--- src/rtl/fc_result_layer.sv ---
// -----------------------------------------------------------------------------
// fc_result_layer
//
// Final fully-connected layer of the LeNet-5 datapath (IN_NUM features x
// OUT_NUM class scores). Features and weights come from synchronous memories
// (data valid one cycle after the address). One multiply-accumulate is done
// per cycle. Each finished score is written to the result memory at the
// neuron's index.
//
// Weight memory layout: neuron o starts at base = o*(IN_NUM+1).
//   base+0 .. base+IN_NUM-1 : weights for features 0 .. IN_NUM-1
//   base+IN_NUM             : bias
//
// Ports
//   clk              in   clock, all state on the rising edge
//   rst              in   asynchronous, active-low reset
//   en               in   level enable: high = run / hold result,
//                         low = abort and return to IDLE
//   in_read_addr     out  feature memory address
//   in_data          in   feature word (Q format, FRAC_BITS fractional)
//   weight_read_addr out  weight/bias memory address
//   weight_data      in   weight/bias word
//   result_wr_en     out  result memory write strobe
//   result_wr_addr   out  result memory address (neuron index)
//   result_wr_data   out  non-negative score to write
//   done             out  all OUT_NUM scores written; held while en is high
//
// Build option
//   FC_SAT_EN  When defined, positive scores above 2^(DATA_WIDTH-1)-1 saturate
//              to that value. When undefined, the low DATA_WIDTH bits are
//              written and may wrap. Negative scores become 0 in both builds.
// -----------------------------------------------------------------------------
module fc_result_layer #(
   parameter int DATA_WIDTH = 16,
   parameter int FRAC_BITS  = 8,
   parameter int IN_NUM     = 84,
   parameter int OUT_NUM    = 10,
   parameter int IN_ADDR_W  = 7,
   parameter int W_ADDR_W   = 10
) (
   input  logic                  clk,
   input  logic                  rst,
   input  logic                  en,
   output logic [IN_ADDR_W-1:0]  in_read_addr,
   input  logic [DATA_WIDTH-1:0] in_data,
   output logic [W_ADDR_W-1:0]   weight_read_addr,
   input  logic [DATA_WIDTH-1:0] weight_data,
   output logic                  result_wr_en,
   output logic [3:0]            result_wr_addr,
   output logic [DATA_WIDTH-1:0] result_wr_data,
   output logic                  done
);

   localparam int ACC_W = 2*DATA_WIDTH + 8;
   localparam int IDX_W = $clog2(IN_NUM + 1);
   localparam int PRD_W = 2*DATA_WIDTH;

   typedef enum logic [2:0] {
      S_IDLE,
      S_MAC,
      S_DRAIN,
      S_WRITE,
      S_DONE
   } state_t;

   state_t                   state, state_nxt;
   logic [IDX_W-1:0]         i_idx;
   logic [3:0]               o_idx;
   logic [W_ADDR_W-1:0]      base;
   logic signed [ACC_W-1:0]  acc;
   logic                     pv;   // memory data this cycle belongs to a MAC address
   logic                     pb;   // that address was the bias word

   logic                     last_in;
   logic                     last_out;
   logic signed [PRD_W-1:0]  prod;
   logic signed [ACC_W-1:0]  term;
   logic [DATA_WIDTH-1:0]    score;

   assign last_in  = (i_idx == IDX_W'(IN_NUM));
   assign last_out = (o_idx == 4'(OUT_NUM - 1));

   // ---------------------------------------------------------------------------
   // Accumulator term: product of feature and weight, or the bias aligned to
   // the product's binary point (FRAC_BITS more fractional bits than a word).
   // ---------------------------------------------------------------------------
   assign prod = $signed(in_data) * $signed(weight_data);
   assign term = pb ? (ACC_W'($signed(weight_data)) <<< FRAC_BITS)
                    : ACC_W'(prod);

   // ---------------------------------------------------------------------------
   // Score: arithmetic shift by FRAC_BITS, taken as a slice of acc. Negative
   // scores are forced to 0 because the downstream argmax compares unsigned.
   // ---------------------------------------------------------------------------
   always_comb begin
      // NOTE: every combinational output gets a default first so no path
      // leaves it unassigned, which would infer a latch.
      score = acc[FRAC_BITS+DATA_WIDTH-1:FRAC_BITS];
      if (acc[ACC_W-1]) begin
         score = '0;
      end
`ifdef FC_SAT_EN
      else if (|acc[ACC_W-2:FRAC_BITS+DATA_WIDTH-1]) begin
         score = {1'b0, {(DATA_WIDTH-1){1'b1}}};
      end
`else
      else begin
         score = acc[FRAC_BITS+DATA_WIDTH-1:FRAC_BITS];
      end
`endif
   end

   // ---------------------------------------------------------------------------
   // FSM: state register
   // ---------------------------------------------------------------------------
   always_ff @(posedge clk or negedge rst) begin
      // NOTE: sequential state uses non-blocking assignments so every register
      // samples the pre-edge values, independent of process order.
      if (!rst) state <= S_IDLE;
      else      state <= state_nxt;
   end

   // ---------------------------------------------------------------------------
   // FSM: next state. Dropping en aborts from any state.
   // ---------------------------------------------------------------------------
   always_comb begin
      state_nxt = state;
      if (!en) begin
         state_nxt = S_IDLE;
      end else begin
         case (state)
            S_IDLE:  state_nxt = S_MAC;
            S_MAC:   if (last_in) state_nxt = S_DRAIN;
            S_DRAIN: state_nxt = S_WRITE;
            S_WRITE: state_nxt = last_out ? S_DONE : S_MAC;
            S_DONE:  state_nxt = S_DONE;
            default: state_nxt = S_IDLE;
         endcase
      end
   end

   // ---------------------------------------------------------------------------
   // FSM: outputs. Addresses are only driven while in MAC.
   // ---------------------------------------------------------------------------
   always_comb begin
      in_read_addr     = '0;
      weight_read_addr = '0;
      result_wr_en     = 1'b0;
      result_wr_addr   = '0;
      result_wr_data   = '0;
      done             = 1'b0;
      case (state)
         S_MAC: begin
            in_read_addr     = last_in ? '0 : IN_ADDR_W'(i_idx);
            weight_read_addr = base + W_ADDR_W'(i_idx);
         end
         S_WRITE: begin
            // Gated by en so that an abort in this cycle writes nothing.
            result_wr_en   = en;
            result_wr_addr = o_idx;
            result_wr_data = score;
         end
         S_DONE:  done = 1'b1;
         default: ;
      endcase
   end

   // ---------------------------------------------------------------------------
   // Datapath: indices, weight base, accumulator and the one-cycle pipeline
   // flags that track the memory read latency.
   // ---------------------------------------------------------------------------
   always_ff @(posedge clk or negedge rst) begin
      if (!rst) begin
         i_idx <= '0;
         o_idx <= '0;
         base  <= '0;
         acc   <= '0;
         pv    <= 1'b0;
         pb    <= 1'b0;
      end else if (!en) begin
         i_idx <= '0;
         o_idx <= '0;
         base  <= '0;
         acc   <= '0;
         pv    <= 1'b0;
         pb    <= 1'b0;
      end else begin
         case (state)
            S_IDLE: begin
               i_idx <= '0;
               o_idx <= '0;
               base  <= '0;
               acc   <= '0;
               pv    <= 1'b0;
               pb    <= 1'b0;
            end
            S_MAC: begin
               pv <= 1'b1;
               pb <= last_in;
               if (!last_in) i_idx <= i_idx + 1'b1;
               if (pv)       acc   <= acc + term;
            end
            S_DRAIN: begin
               // The bias word addressed by the last MAC cycle arrives now.
               pv <= 1'b0;
               pb <= 1'b0;
               if (pv) acc <= acc + term;
            end
            S_WRITE: begin
               acc   <= '0;
               i_idx <= '0;
               if (!last_out) begin
                  o_idx <= o_idx + 1'b1;
                  base  <= base + W_ADDR_W'(IN_NUM + 1);
               end
            end
            default: ;
         endcase
      end
   end

endmodule

--- config.mk ---
export PLATFORM = sky130hd
export DESIGN_NAME = fc_result_layer
export DESIGN_NICKNAME = d
export VERILOG_FILES = /design/src/rtl/fc_result_layer.sv
export SDC_FILE = /design/constraint.sdc
export NUM_CORES = 1
export LEC_CHECK = 0
export CORE_UTILIZATION = 44
export DETAILED_ROUTE_END_ITERATION = 6
export HOLD_SLACK_MARGIN = 0.05
export SETUP_SLACK_MARGIN = 0.2
export SYNTH_ARGS = -nofsm -noshare
export SYNTH_HDL_FRONTEND = slang
export SYNTH_SLANG_ARGS = --single-unit
--- constraint.sdc ---
create_clock -name clk -period 4.9 [get_ports clk]
set_clock_uncertainty 0.1 [all_clocks]
set_input_delay 0.735 -clock clk [delete_from_list [all_inputs] [get_ports clk]]
set_output_delay 0.735 -clock clk [all_outputs]
set_load 0.02 [all_outputs]
==> results.md, run 1 <==
- The mux cell area share after synthesis is 0.289%.
- The via count of the first global-routing pass is about 14000.
- The initial utilization of the core area, before any placement, comes to around 45%.
- Together, buffers and inverters on the worst path number 7.
- Across all layers, the routed design uses 13200 vias.
- The number of warning messages in the yosys log is 0.
- The worst hold path belongs to the class primary input to asynchronous set/reset pin.
- The final critical path takes up 162% of the cycle.
- Max-cap violations in this run came to 0.
- Of all flip-flops after synthesis, the portion carrying an async set or reset was 100%.
- Counting stages on the worst path, the most repeated cell is fa_2.
- Summing the areas of all and, or, nand and nor instances in the mapped netlist gives between 10% and 20% of the synthesized area.
- The global-route wire length before repair is approximately 73 mm.
- At the pin with the least slew margin, the transition time is roughly 0.83 ns.
- For this design, the sink count on the clock tree is 66.
- The initial antenna violation count is 0.
- After the last flow step, the layout net total stands at approximately 2600.
- The routability congestion estimate is 0.873.
- The final critical path time including I/O delays and setup is approximately 8 ns.
- The relative slew slack is between 40% and 50%.
- Of all nets on the critical path, the largest fanout is 5.
- The number of detailed-route iterations in the first pass is 5.
- The biggest area consumer among synthesized cells is fa_1.
- Clock tree synthesis selected as its root buffer the cell clkbuf_16.
- The dominant cell by count in the synthesized netlist is inv_1.
- For the worst setup path, the data required time is between 5 and 6 ns.
- The count of endpoints failing hold in the final timing report is 0.
- By area the synthesized netlist is led by fa_1 (35%), ha_1 (11%), dfrtp_1 (11%).
- The count of pins on the block boundary is 74.
- The remaining antenna violation count is 0.
- The most used flip-flop cell after synthesis is dfrtp_1.
- The flow ran to the end, but the final reports show violations.
- The cell row count is 67.
- The core region area is ~0.034 mm2.
- After Yosys synthesis, XOR and XNOR cells account for about 5% of the synthesized area.
- The overall fraction of global-route tracks in use is approximately 26%.
- The data arrival time of the critical path is slightly above 8 ns.
- The checks that failed: setup timing.
- The count of port buffers added during placement is 73.
- After global routing the overflow that remains totals 0.
- The clock tree buffer depth is 2.
- The startpoint type of the worst setup path is a primary input.
- The post-detailed-route DRC marker count is 0.
- The worst-skew pair later-pin latency is approximately 0.35 ns.
- The routed design has about 43 mm of wire.
- The commonest cells after synthesis are inv_1 (301), fa_1 (264), nand2_1 (208).
- The worst setup path is of the primary input to register kind.
- Averaged over all synthesized cells, the footprint is approximately 8.8 um2.
- Counting flops with a built-in enable in the synthesized netlist gives 0.
- The number of different library cells used by synthesis comes to between 70 and 80.
- Setup violations remaining at the end of the flow were counted as 33.
- The maximum clock frequency is roughly 0.13 GHz.
- Broken down by cell family, the worst path's largest delay share belongs to adder cells.
- The die covers 0.0352 mm2.
- The share of the synthesized area in compound gates (AO/OA/AOI/OAI) is 11.2%.
- The largest net degree at the start of global routing is 55.
- The first-iteration detailed-routing DRC count is 660.
- The master of the slowest instance on the critical path is fa_2.
- The register clock-pin slew on the reported worst setup and hold paths is 0.06 ns.
- The layout overhead on the synthesized area is 40.8%.
- The type of destination of the critical path is a register.
- The part of the Yosys area used for sequential elements is between 10% and 20%.
- After Yosys synthesis, full adders, half adders and majority gates account for a little under half of the synthesized area.
- The number of slew-limit violations in the final report came to 0.
- The post-detailed-placement half-perimeter wirelength is around 33 mm.
- Summing every instance area after synthesis gives ~0.015 mm2.
- The flip-flop and latch count after synthesis is 66.
- The height of the die is 188 um.
- In this run the horizontal extent of the chip is between 150 and 200 um.
- Once routing completed, OpenROAD measured the worst setup slack at -3.02 ns.
- Cells with a size suffix above 1 make up 32.5% of the layout.
- The count of H-tree levels built during CTS is 3.
- The net count after synthesis is between 2000 and 2500.
- The total instance count after detailed placement is 2479.
- The dominant combinational cell family by area after synthesis is adder cells.
- After detailed routing, the average wire length per cell comes to roughly 17 um.
- Buffers inserted during clock tree synthesis total 9.
- Summed over its instances, the top area cell type makes up a little over a third of the synthesized netlist area.
- The post-synthesis cell count is 1721.
- The CTS tree is built.
- Setup repair after global routing could not meet its margin everywhere.
- The number of antenna diodes is 0.
- In this run, post-CTS hold repair placed 0 buffers.
- For this run, the slowest stage of the critical path takes 0.57 ns.
- Dividing the detail-routed via count by the number of cells gives 5.13.
- The finished layout holds about 2600 standard cells, fillers aside.
[area by class of cell]
cell class | count | area, um2
tap | 448 | 561
clock inverter | 7 | 124
sequential | 66 | 1650
multi-input combinational | 1294 | 13600
clock buffer | 9 | 225
inverter | 301 | 1130
timing repair buffer | 450 | 4060
fill | 2740 | 12300
[metal layers]
| metal | wire (um) | global-route usage (%) |
|---|---|---|
| met4 | 1180 | 6.88 |
| met5 | 0 | 0 |
| met2 | 21800 | 44.7 |
| met1 | 18900 | 34.4 |
| met3 | 1400 | 2.15 |
[worst paths after layout]
path	end	depth (start not counted)	start	slack, ns
max in group asynchronous	acc[16]	2	rst	3.45
hold / removal	acc[35]	1	rst	0.20
hold reg to reg	acc[3]	2	acc[3]	0.39
setup reg to reg	acc[39]	13	pb	1.06
setup / recovery	acc[39]	36	weight_data[4]	-3.02
min in group clk	acc[3]	2	acc[3]	0.39
[what timing repair did]
item	4_1_cts	5_1_grt
setup buffers	62	10
pin swaps	175	83
gates resized for setup	397	104
setup endpoints to repair	35	35
cloned	8	0
[per-stage QoR]
step                      setup TNS (ns)  utilization (%)  setup slack (ns)  area [um2]  hold slack, ns
after global routing              -83.93             63.4             -3.37       21400           0.214
after global placement           -102.26             56.1             -3.91       18900           0.369
after floorplan                   -62.93                -             -2.93       15700           0.339
after CTS                         -74.69             61.9             -3.03       20800           0.191
after detailed placement         -102.94             56.1             -3.95       18900           0.372
final                             -75.21             63.4             -3.02       21400           0.197
[placed cells by master, fill, tap and decap left out, types with 38 or more instances in the layout]
master             n
clkdlybuf4s50_1   41
dfrtp_1           66
nor2_1            54
fa_1             242
and2_1           120
inv_1            272
xor2_1            39
ha_1              96
xnor2_1           38
nand2_1          185
buf_6             79
o21ai_1           45
buf_4            281
[kinds of logic after synthesis]
group,after synthesis
DFF,66
muxes,4
buffers and inverters,361
adders and majority gates,399
AOI/OAI and AO/OA,266
and+or+nand+nor,539
xor gates and xnor gates,86
[sequential cells by signal, summed over array words and instances (netlist names)]
| signal | flops |
|---|---|
| pb | 1 |
| pv | 1 |
| i_idx | 7 |
| state | 3 |
| acc | 40 |
| o_idx | 4 |
| base | 10 |
Power of run 1 is not shown: default switching activity piles up to over one toggle a cycle in this logic, so the estimate is an artifact.
==> inputs of run 2 (changes only) <==
CTS_CLUSTER_SIZE = 30   (was not set)
==> results of run 2 <==
Final layout, timing and power as in run 1 (identical DEF).
Power of run 2 is left out for the same reason.
